### config.mk
export PLATFORM = sky130hd
export DESIGN_NAME = ex_mem_skid
export DESIGN_NICKNAME = d
export VERILOG_FILES = /design/src/rtl/ex_mem_skid.sv
export SDC_FILE = /design/constraint.sdc
export NUM_CORES = 1
export LEC_CHECK = 0
export ABC_CLOCK_PERIOD_IN_PS = 19200
export BUFFER_PORTS_ARGS = -buffer_cell sky130_fd_sc_hd__buf_2
export CORE_ASPECT_RATIO = 0.75
export CORE_MARGIN = 2
export CORE_UTILIZATION = 57
export CTS_CLUSTER_DIAMETER = 50
export DETAILED_ROUTE_END_ITERATION = 16
export GPL_ROUTABILITY_DRIVEN = 0
export HOLD_SLACK_MARGIN = 0.02
export PLACE_DENSITY = 0.9
export SYNTH_ARGS = -nofsm -noshare
export SYNTH_HDL_FRONTEND = slang
export SYNTH_SLANG_ARGS = --single-unit
### constraint.sdc
create_clock -name clk -period 19.2 [get_ports clk]
set_input_delay 3.84 -clock clk [delete_from_list [all_inputs] [get_ports clk]]
set_output_delay 3.84 -clock clk [all_outputs]
set_load 0.02 [all_outputs]
### src/rtl/ex_mem_skid.sv
// Execute-to-memory stage: 2-entry skid buffer (head + skid) with flush and a saturating stall counter.
// Optional macro EX_MEM_FWD_EN adds head-entry forwarding outputs (fwd_valid, fwd_rd, fwd_data).
module ex_mem_skid #(
    parameter int XLEN = 32,
    parameter int OPW  = 13,
    parameter int CNTW = 16
) (
    input  logic              clk,
    input  logic              rst,
    input  logic              in_valid,
    output logic              in_ready,
    input  logic [2*XLEN-1:0] in_result,
    input  logic [OPW-1:0]    in_op,
    input  logic [4:0]        in_rd,
    input  logic              in_rd_we,
    input  logic [XLEN-1:0]   in_pc,
    input  logic              flush,
    output logic              out_valid,
    input  logic              out_ready,
    output logic [XLEN-1:0]   out_data,
    output logic [XLEN-1:0]   out_data_hi,
    output logic [4:0]        out_rd,
    output logic              out_rd_we,
    output logic [XLEN-1:0]   out_pc,
    output logic [CNTW-1:0]   stall_cnt
`ifdef EX_MEM_FWD_EN
    ,
    output logic              fwd_valid,
    output logic [4:0]        fwd_rd,
    output logic [XLEN-1:0]   fwd_data
`endif
);

    typedef struct packed {
        logic [XLEN-1:0] data;
        logic [XLEN-1:0] data_hi;
        logic [4:0]      rd;
        logic            rd_we;
        logic [XLEN-1:0] pc;
    } entry_t;

    typedef enum logic [1:0] {
        EMPTY = 2'd0,
        ONE   = 2'd1,
        FULL  = 2'd2
    } state_t;

    localparam logic [OPW-1:0] OP_MUL = OPW'(1024);

    state_t state_q, state_d;
    entry_t head_q, skid_q, in_entry;

    logic accept, pop;
    logic head_load, head_from_skid, head_clr, skid_load, skid_clr;

    // The upper half is only meaningful for mul; anything else, one-hot or not, stores zero.
    always_comb begin
        in_entry         = '0;
        in_entry.data    = in_result[XLEN-1:0];
        in_entry.data_hi = (in_op == OP_MUL) ? in_result[2*XLEN-1:XLEN] : '0;
        in_entry.rd      = in_rd;
        in_entry.rd_we   = in_rd_we && (in_rd != 5'd0);
        in_entry.pc      = in_pc;
    end

    // Ready depends only on registered state, so downstream stalls never reach the ALU combinationally.
    assign in_ready  = (state_q != FULL);
    assign out_valid = (state_q != EMPTY);
    assign accept    = in_valid && in_ready;
    assign pop       = out_valid && out_ready;

    always_ff @(posedge clk or posedge rst) begin
        if (rst) begin
            state_q <= EMPTY;
        end else begin
            state_q <= state_d;
        end
    end

    always_comb begin
        state_d        = state_q;
        head_load      = 1'b0;
        head_from_skid = 1'b0;
        head_clr       = 1'b0;
        skid_load      = 1'b0;
        skid_clr       = 1'b0;
        if (flush) begin
            state_d  = EMPTY;
            head_clr = 1'b1;
            skid_clr = 1'b1;
        end else begin
            case (state_q)
                EMPTY: begin
                    if (accept) begin
                        head_load = 1'b1;
                        state_d   = ONE;
                    end
                end
                ONE: begin
                    if (accept && !pop) begin
                        skid_load = 1'b1;
                        state_d   = FULL;
                    end else if (accept && pop) begin
                        head_load = 1'b1;
                    end else if (pop) begin
                        head_clr = 1'b1;
                        state_d  = EMPTY;
                    end
                end
                FULL: begin
                    if (pop) begin
                        head_from_skid = 1'b1;
                        skid_clr       = 1'b1;
                        state_d        = ONE;
                    end
                end
                default: begin
                    state_d  = EMPTY;
                    head_clr = 1'b1;
                    skid_clr = 1'b1;
                end
            endcase
        end
    end

    always_ff @(posedge clk or posedge rst) begin
        if (rst) begin
            head_q <= '0;
        end else if (head_clr) begin
            head_q <= '0;
        end else if (head_from_skid) begin
            head_q <= skid_q;
        end else if (head_load) begin
            head_q <= in_entry;
        end
    end

    always_ff @(posedge clk or posedge rst) begin
        if (rst) begin
            skid_q <= '0;
        end else if (skid_clr) begin
            skid_q <= '0;
        end else if (skid_load) begin
            skid_q <= in_entry;
        end
    end

    always_ff @(posedge clk or posedge rst) begin
        if (rst) begin
            stall_cnt <= '0;
        end else if (out_valid && !out_ready && (stall_cnt != {CNTW{1'b1}})) begin
            stall_cnt <= stall_cnt + 1'b1;
        end
    end

    assign out_data    = head_q.data;
    assign out_data_hi = head_q.data_hi;
    assign out_rd      = head_q.rd;
    assign out_rd_we   = head_q.rd_we;
    assign out_pc      = head_q.pc;

`ifdef EX_MEM_FWD_EN
    assign fwd_valid = out_valid && head_q.rd_we;
    assign fwd_rd    = head_q.rd;
    assign fwd_data  = head_q.data;
`endif

endmodule

; ---- Yosys cells after proc, flatten, opt, wreduce, memory -nomap -nowiden
; Index checks and enable logic that the tools add are counted.
[word_totals]
regBits = 222
output_inout_bits = 120
wordCells = 69
[classes]
add_sub_neg = 1
n_eq_ne = 9
mux = 30
reduce_logical = 17
[ops]
columns = cell, count
row1 = 102-bit 2-to-1 mux, 5
row2 = 32-bit 2-to-1 mux, 1
row3 = 16-bit by 1-bit adder with 16-bit output (second input constant), 1
row4 = 16-bit inequality test (second input constant), 1
row5 = 1-bit 2-to-1 mux, 14
row6 = 13-bit by 11-bit equality test with 1-bit output (second input constant), 1
row7 = 2-bit 2-to-1 mux, 6
row8 = 4-bit inequality test (second input constant), 2
row9 = 1-bit logical AND, 7
row10 = 3-bit inequality test (second input constant), 2
row11 = 1-bit one-hot mux with 2 select lines, 3
row12 = 2-bit one-hot mux with 3 select lines, 1
row13 = 5-bit nonzero test, 1
row14 = 4-bit AND reduction, 1
row15 = 2-bit nonzero test, 2
row16 = 2-bit OR reduction, 2
row17 = 3-bit nonzero test, 1
row18 = 2-bit by 1-bit equality test with 1-bit output (second input constant), 1
row19 = 2-bit equality test (second input constant), 1
row20 = 1-bit logical NOT, 2
row21 = 2-bit logical NOT, 1
row22 = 2-bit inequality test (second input constant), 1

; ---- Depth between registers and ports, before layout
; Gate-level depths: netlist (run 1).
[logic_depth]
word_depth = 10
mapped_depth = 7

; ---- Worst setup path before layout (run 1)
; No wires, ideal clock.
[synth_timing]
path_kind = in2reg
startpoint = input port out_ready
endpoint = register head_q, in the netlist out_data_hi[0]
arrival_ns = 4.870
slack_ns = 14.205
path_stages = 7
path_buffers = 3
path_cell_list = buf_2 > mux2i_1 > mux2i_1 > nor2_1 > buf_2 > buf_6 > a221o_1
[synth_via]
elab_chain_len = 7
[synth_rtl]
columns = item, line_no
row1 = from (decl), 19  ; input logic out_ready,
row2 = 1-bit logical AND *, 70  ; assign pop = out_valid && out_ready;
row3 = 1-bit 2-to-1 mux (tied with other cells), "105, 111"
row4 = 1-bit 2-to-1 mux or 1-bit logical AND (tied branches), "103, 100"
row5 = 1-bit 2-to-1 mux, 100  ; if (accept && !pop) begin
row6 = 1-bit one-hot mux with 2 select lines, 92  ; case (state_q)
row7 = 1-bit 2-to-1 mux, 87  ; if (flush) begin
row8 = 3-bit nonzero test (no line) or 102-bit 2-to-1 mux (tied branches), -
row9 = to (signal assigned), 132  ; head_q <= skid_q;
row10 = to (signal assigned), 134  ; head_q <= in_entry;
row11 = to (decl), 51  ; entry_t head_q, skid_q, in_entry;
; Every way passes the cells marked *; elsewhere a longest branch is shown, timed or not.
; A chain may end at the register's enable or synchronous reset.

; ---- Worst setup path in the final report (run 1)
[layout_timing]
startpoint = input port out_ready
endpoint = register head_q, in the netlist out_data_hi[28]
; The elaborated chain is that of the path after synthesis.

==> summary.txt, run 1 <==
Reg-to-reg startpoint = state_q[1]
Crit path time final = 5.78 ns
Mapped Area = 9260 µm²
Max_cap viols = 0
Synth area leaders = dfrtp_1 60%, a22o_1 9.6%, mux2i_1 7.7%
Final #Nets = 1015
Post CTS Setup Buffer Count = 0
Htree depth = 1
Total negative setup slack = 0 ns
Largest family of logic cells by synthesized area = compound AO/OA/AOI/OAI gates
Storage element area = 5560 µm²
Post-route DRC = 0
Share of layout cells above drive strength 1 = 33.2%
Largest net degree at the start of global routing = 147
Synth Instances = 680
Worst hold start = out_pc[10]
WS Path Type = in -> reg
Initial antenna violation count = 1
Status = finished clean
Port bufs = 239
Worst-margin pin slew = 1.14 ns
Unrepaired setup endpoints after global routing = false
Synth Area in XOR/XNOR = 0.851%
Num rows = 40
F_max = 0.173 GHz
DR vias = 6882
TritonCTS clock tree = yes
Vias in the first global route = 6804
Post-DP HPWL = 13900 µm
Slew Limit Fails = 0
Number of flops mapped to enable cells by yosys = 0
FFs w/ async S/R, synth = 100%
CORE AREA = 16000 µm²
Max VDD drop = 0.0685 mV
Hold EP = out_pc[10]
Max_slew headroom = 23.7%
Arrival @ worst endpoint = 6.21 ns
Reg2reg end = out_data_hi[28]
Post-synth top cells = 222 x dfrtp_1, 101 x a22o_1, 71 x mux2i_1
Skew-Pair Late Insertion Delay = 0.50 ns
WL final = 22600 µm
Post-synth cell types = 50
CP max FO = 61
1st-pass router iterations = 5
LEAKAGE = 5.58 nW
Compound-Gate Fraction of Synth Area = 21.2%
Reg2Reg Depth = 5
Adder-cell share of the synthesized area = 0.135%
Placed insts = 1081
Synth Net Count = 801
Ys Warns = 0
Max Clock Skew = 0.0123 ns
Clk sinks = 222
Final setup viols = 0
Die Footprint = 17300 µm²
Fillers = 1059
WHS Path Cells = 1
Pwr dens = 95.5 nW/µm²
Hold/Removal Path Class = reg -> reg
I/O pin count = 240
First DRT Iteration DRCs = 409
Multi-input gate area = 3440 µm²
Sequential element share of the synthesized area = 60.0%
Resized cells post-CTS = 0
Clock Path Buffers = 3
DIE HEIGHT = 114 µm
Gr usage total = 25.8%
Synth-to-Final Area Change = 22.0%
Starting Density = 58.0%
Synth Area in Simple Gates = 6.54%
Post-synth top flop = dfrtp_1
Flops & latches, synth = 222
CTS Buf Count = 21
Grt ovf = 0
Clk slew on worst S/H paths = 0.06 ns
Share of the synthesized area in the top cell type = 60.0%
Worst reg2reg setup slack = 16.32 ns
Final ANT Viol Nets = 0
Mux cell area share after synthesis = 7.84%
Via/cell ratio = 6.14
Final Hold Viols = 0
Worst endpoint required time = 19.63 ns
CP Launch Type = input pin
Final Non-Filler Cells = 1120
Area leader, netlist = dfrtp_1
Period utilisation layout = 30.1%
WL/cell = 20.1 µm
Root buf cell = clkbuf_16
DIE WIDTH = 151 µm
Hold-fix buffers, CTS = 0
Top-count cell post-synth = dfrtp_1
First-pass GRT wire length = 35700 µm
Mapped Avg Cell Area = 13.6 µm²
Critical Path End Type = flip-flop
flip-flops by register name, summed over array words and instances, names as in the netlist:
register,cells
stall_cnt,16
out_data,32
skid_q,102
out_data_hi,32
out_rd_we,1
out_rd,5
out_pc,32
state_q,2
per-stage QoR:
step                      power [W]  setup slack, ns  cell area [µm²]  hold slack, ns  util, %
final                       0.00108            13.42            11300           0.485     70.8
after global routing        0.00112            13.30            11300           0.501     70.8
after CTS                   0.00109            13.45            11300           0.491     70.7
after detailed placement   0.000633            12.93            10500           0.468     66.0
after global placement     0.000628            12.98            10500           0.467     66.0
after floorplan            0.000582             9.28             9260           0.464        -
worst max path at each step:
stage,startpoint,endpoint,cells past startpoint
3_3_place_gp,flush,out_rd[3],5
4_1_cts,flush,out_pc[31],5
3_5_place_dp,flush,out_data[13],5
6_report,out_ready,out_data_hi[28],6
5_1_grt,out_ready,out_data_hi[10],6
2_1_floorplan,rst,out_data[0],1
worst max-delay path, cell delays in order:
cell,delay [ns]
buf_2,0.16
mux2i_1,0.20
mux2i_1,0.14
nor2_4,0.80
buf_4,0.69
a221o_1,0.27
per-layer routing:
layer / up-vias / routed length, µm / share of wire (%) / GRT usage (%)
li1: 3049 / - / - / -
met1: 3483 / 9730 / 43 / 36.8
met2: 310 / 10500 / 47 / 40.6
met3: 40 / 1860 / 8.2 / 5.58
met4: 0 / 462 / 2.0 / 7.23
met5: - / 0 / 0 / 0
placed cells by master, fill, tap and decap left out, drive strengths merged, types with 5 or more instances in the layout:
master	netlist	layout
nand2	7	7
a22o	101	101
and2	33	33
a221o	32	32
nor3	6	6
clkbuf	9	26
nor4	5	5
xor2	7	7
nor2	15	15
nand3	5	5
buf	47	247
a31oi	5	5
o2bb2ai	70	70
inv	4	7
dfrtp	222	222
mux2i	71	71
cells by family after synthesis:
group	count (synthesis)
flops	222
fa+ha+maj	1
buf+inv	60
mux	72
xor+xnor	9
simple gates	92
compound gates	224
power by group:
part	switching (W)	internal, W
clock network	0.000182	0.000273
logic	0.0000783	0.0000403
registers	0.0000181	0.000488
layout make-up:
class | count | share of cell area [%]
clock inverter | 12 | 1.56
tap | 210 | 2.33
multi-input combinational | 398 | 30.4
clock buffer | 26 | 5.17
sequential | 222 | 49.2
inverter | 4 | 0.199
antenna | 1 | 0.0222
timing repair buffer | 247 | 11.1
No activity file was read; power rests on OpenSTA's default activity.
==> run 2, diff against run 1 <==
==> config.mk (replaced) <==
export PLATFORM = sky130hd
export DESIGN_NAME = ex_mem_skid
export DESIGN_NICKNAME = d
export VERILOG_FILES = /design/src/rtl/ex_mem_skid.sv
export SDC_FILE = /design/constraint.sdc
export NUM_CORES = 1
export LEC_CHECK = 0
export ABC_AREA = 1
export ABC_CLOCK_PERIOD_IN_PS = 5750
export BUFFER_PORTS_ARGS = -buffer_cell sky130_fd_sc_hd__buf_2
export CORE_ASPECT_RATIO = 0.75
export CORE_MARGIN = 2
export CORE_UTILIZATION = 54
export CTS_CLUSTER_DIAMETER = 50
export DETAILED_ROUTE_END_ITERATION = 16
export GPL_ROUTABILITY_DRIVEN = 0
export HOLD_SLACK_MARGIN = 0.02
export PLACE_DENSITY = 0.85
export SYNTH_ARGS = -nofsm -noshare
export SYNTH_HDL_FRONTEND = slang
export SYNTH_SLANG_ARGS = --single-unit
==> constraint.sdc (replaced) <==
create_clock -name clk -period 5.75 [get_ports clk]
set_input_delay 1.15 -clock clk [delete_from_list [all_inputs] [get_ports clk]]
set_output_delay 1.15 -clock clk [all_outputs]
set_load 0.02 [all_outputs]
==> summary.txt, run 2 <==
Status = finished clean (unchanged)
First DRT Iteration DRCs = 794 (was 409)
WL final = 25700 µm (was 22600 µm)
Worst reg2reg setup slack = 2.89 ns (was 16.32 ns)
Unrepaired setup endpoints after global routing = false (unchanged)
Fillers = 1546 (was 1059)
TritonCTS clock tree = yes (unchanged)
Post-route DRC = 0 (unchanged)
FFs w/ async S/R, synth = 100% (unchanged)
Reg2Reg Depth = 7 (was 5)
Final Non-Filler Cells = 1760 (was 1120)
Worst-margin pin slew = 1.11 ns (was 1.14 ns)
Crit path time final = 3.00 ns
Synth area leaders = dfrtp_1 54%, nand2_1 21%, o21ai_0 7.6% (was dfrtp_1 60%, a22o_1 9.6%, mux2i_1 7.7%)
Post-synth top flop = dfrtp_1 (unchanged)
Vias in the first global route = 8394 (was 6804)
Final total power = 0.00361 W (was 0.00108 W)
LEAKAGE = 7.06 nW (was 5.58 nW)
Root buf cell = clkbuf_16 (unchanged)
Max VDD drop = 0.304 mV (was 0.0685 mV)
CP max FO = 102 (was 61)
Hold-fix buffers, CTS = 0 (unchanged)
Total negative setup slack = 0 ns (unchanged)
Final Hold Viols = 0 (unchanged)
Ys Warns = 0 (unchanged)
Top-count cell post-synth = nand2_1 (was dfrtp_1)
Htree depth = 1 (unchanged)
Slew Limit Fails = 0 (unchanged)
Share of the synthesized area in the top cell type = 54.4% (was 60.0%)
Resized cells post-CTS = 0 (unchanged)
Final Instance Area = 12200 µm² (was 11300 µm²)
Pwr dens = 296 nW/µm² (was 95.5 nW/µm²)
CP Launch Type = input pin (unchanged)
Flip-flop count of the largest register after layout = 102 (unchanged)
Commonest cells after routing, fill and taps aside = 560 x nand2_1, 239 x buf_2, 222 x dfrtp_1, 156 x o21ai_0, 127 x inv_1 (was 239 x buf_2, 222 x dfrtp_1, 101 x a22o_1, 71 x mux2i_1, 70 x o2bb2ai_1)
CTS Buf Count = 22 (was 21)
Die Footprint = 20100 µm² (was 17300 µm²)
Area of placed instances = 11400 µm² (was 10500 µm²)
Max_slew headroom = 25.9% (was 23.7%)
WS Path Type = in -> reg (unchanged)
Via/cell ratio = 5.19 (was 6.14)
Max Clock Skew = 0.00660 ns (was 0.0123 ns)
Reg2reg end = out_data_hi[3] (was out_data_hi[28])
WHS Path Cells = 2 (was 1)
Placed insts = 1719 (was 1081)
Sequential element share of the synthesized area = 54.4% (was 60.0%)
CORE AREA = 18500 µm² (was 16000 µm²)
Max_cap viols = 0 (unchanged)
Post-synth cell types = 25 (was 50)
Initial antenna violation count = 2 (was 1)
Critical Path End Type = flip-flop (unchanged)
Arrival @ worst endpoint = 3.43 ns (was 6.21 ns)
Gr usage total = 25.3% (was 25.8%)
DIE WIDTH = 163 µm (was 151 µm)
Hold/Removal Path Class = reg -> reg (unchanged)
Worst setup path start = flush (was out_ready)
Synth Area in Simple Gates = 24.5% (was 6.54%)
Final #Nets = 1617 (was 1015)
Synth-to-Final Area Change = 19.3% (was 22.0%)
1st-pass router iterations = 5 (unchanged)
Port bufs = 239 (unchanged)
Share of layout cells above drive strength 1 = 19.9% (was 33.2%)
Num rows = 43 (was 40)
Synth Area in XOR/XNOR = 0.771% (was 0.851%)
Synth Net Count = 1417 (was 801)
Skew-Pair Late Insertion Delay = 0.50 ns (about the same)
DR vias = 9135 (was 6882)
Post-DP HPWL = 16700 µm (was 13900 µm)
Number of flops mapped to enable cells by yosys = 0 (unchanged)
Clk sinks = 222 (unchanged)
Grt ovf = 0 (unchanged)
Final setup viols = 0 (unchanged)
Starting Density = 55.2% (was 58.0%)
DIE HEIGHT = 123 µm (was 114 µm)
F_max = 0.334 GHz
Compound-Gate Fraction of Synth Area = 11.2% (was 21.2%)
Mapped Avg Cell Area = 7.88 µm² (was 13.6 µm²)
I/O pin count = 240 (unchanged)
Mux cell area share after synthesis = 0% (was 7.84%)
Largest register by flop count = skid_q (unchanged)
Clk slew on worst S/H paths = 0.07 ns (was 0.06 ns)
Area leader, netlist = dfrtp_1 (unchanged)
Clock Path Buffers = 3 (unchanged)
Critical Path Sink = out_data_hi[3] (was out_data_hi[28])
Post-synth top cells = 561 x nand2_1, 222 x dfrtp_1, 156 x o21ai_0 (was 222 x dfrtp_1, 101 x a22o_1, 71 x mux2i_1)
Final ANT Viol Nets = 0 (unchanged)
Largest net degree at the start of global routing = 132 (was 147)
Largest family of logic cells by synthesized area = simple AND/OR/NAND/NOR gates (was compound AO/OA/AOI/OAI gates)
Period utilisation layout = 52.1%
Worst endpoint required time = 6.19 ns (was 19.63 ns)
Flops & latches, synth = 222 (unchanged)
WL/cell = 14.6 µm (was 20.1 µm)
Post CTS Setup Buffer Count = 0 (unchanged)
Synth Instances = 1296 (was 680)
Commonest non-fill, non-tap cell in the layout = nand2_1 (was buf_2)
Reg-to-reg startpoint = state_q[0] (was state_q[1])
First-pass GRT wire length = 40800 µm (was 35700 µm)
Adder-cell share of the synthesized area = 0.122% (was 0.135%)
Mapped Area = 10200 µm² (was 9260 µm²)
## run 2: changes by cell type after synthesis, moves of 17 or more
| cell | before | now |
|---|---|---|
| clkbuf_1 | 9 | 26 |
| o21ai_1 | 0 | 21 |
| a22o_1 | 101 | 0 |
| nand2_1 | 7 | 561 |
| mux2i_1 | 71 | 0 |
| o211ai_1 | 2 | 20 |
| nand3_1 | 4 | 42 |
| and2_1 | 33 | 0 |
| o21ai_0 | 1 | 156 |
| o2bb2ai_1 | 70 | 0 |
| inv_1 | 4 | 128 |
| a221o_1 | 32 | 0 |
## run 2: per-stage QoR
| step | setup slack (ns) | hold WS, ns | utilization [%] |
|---|---|---|---|
| after global placement | 2.43 | 0.449 | 61.8 |
| after CTS | 2.78 | 0.469 | 65.9 |
| final | 2.75 | 0.466 | 65.9 |
| after floorplan | 1.70 | 0.448 | - |
| after global routing | 2.53 | 0.486 | 65.9 |
| after detailed placement | 2.30 | 0.453 | 61.8 |
## run 2: worst min path at each step
stage / end / slack [ns] / start
4_1_cts: out_data_hi[10] / 0.47 / out_data_hi[10]
6_report: out_data_hi[10] / 0.47 / out_data_hi[10]
5_1_grt: out_data[27] / 0.49 / out_data[27]
3_3_place_gp: out_data[4] / 0.45 / out_data[4]
3_5_place_dp: out_data_hi[10] / 0.45 / out_data_hi[10]
2_1_floorplan: skid_q[48] / 0.45 / skid_q[48]
## run 2: cell families (layout without fill, tap and decap cells)
family | count (synthesis) | after routing
buf+inv | 208 | 424
xor+xnor | 9 | 9
fa+ha+maj | 1 | 1
flops | 222 | 222
compound gates | 215 | 215
other cells | 0 | 1
simple gates | 641 | 641
## run 2: final cells by class
type	count	area, µm²	share of cell area (%)
flip-flops and latches	222	5560	45.6
multi-input cells	866	3770	30.9
repair buffers	251	1300	10.7
clock buffers	33	663	5.44
inverters	133	503	4.13
well taps	247	309	2.53
clock inverters	7	92.6	0.759
diodes	1	2.50	0.0205
## run 2: worst max-delay path, stage by stage
cell and delay, ns:
buf_2 0.13, inv_2 0.09, nand3_4 0.44, nand2_4 1.03, o21ai_0 0.27, inv_1 0.13
nand2_1 0.05, nand2_1 0.07
## run 2: metal layers
| metal | wire, µm | global-route usage (%) | part of all wire, % | vias to the layer above |
|---|---|---|---|---|
| li1 | - | - | - | 4437 |
| met1 | 11300 | 35.3 | 44 | 4268 |
| met3 | 1990 | 4.63 | 7.7 | 55 |
| met5 | 21 | 0 | 0.082 | - |
| met4 | 679 | 7.30 | 2.6 | 4 |
| met2 | 11700 | 41.0 | 46 | 371 |
## run 2: power by group
group / switching (W) / internal, W / total, W
Clock: 0.000597 / 0.000889 / 0.00149
Sequential: 0.0000552 / 0.00163 / 0.00169
Combinational: 0.000298 / 0.000138 / 0.000437
Total: 0.000951 / 0.00266 / 0.00361
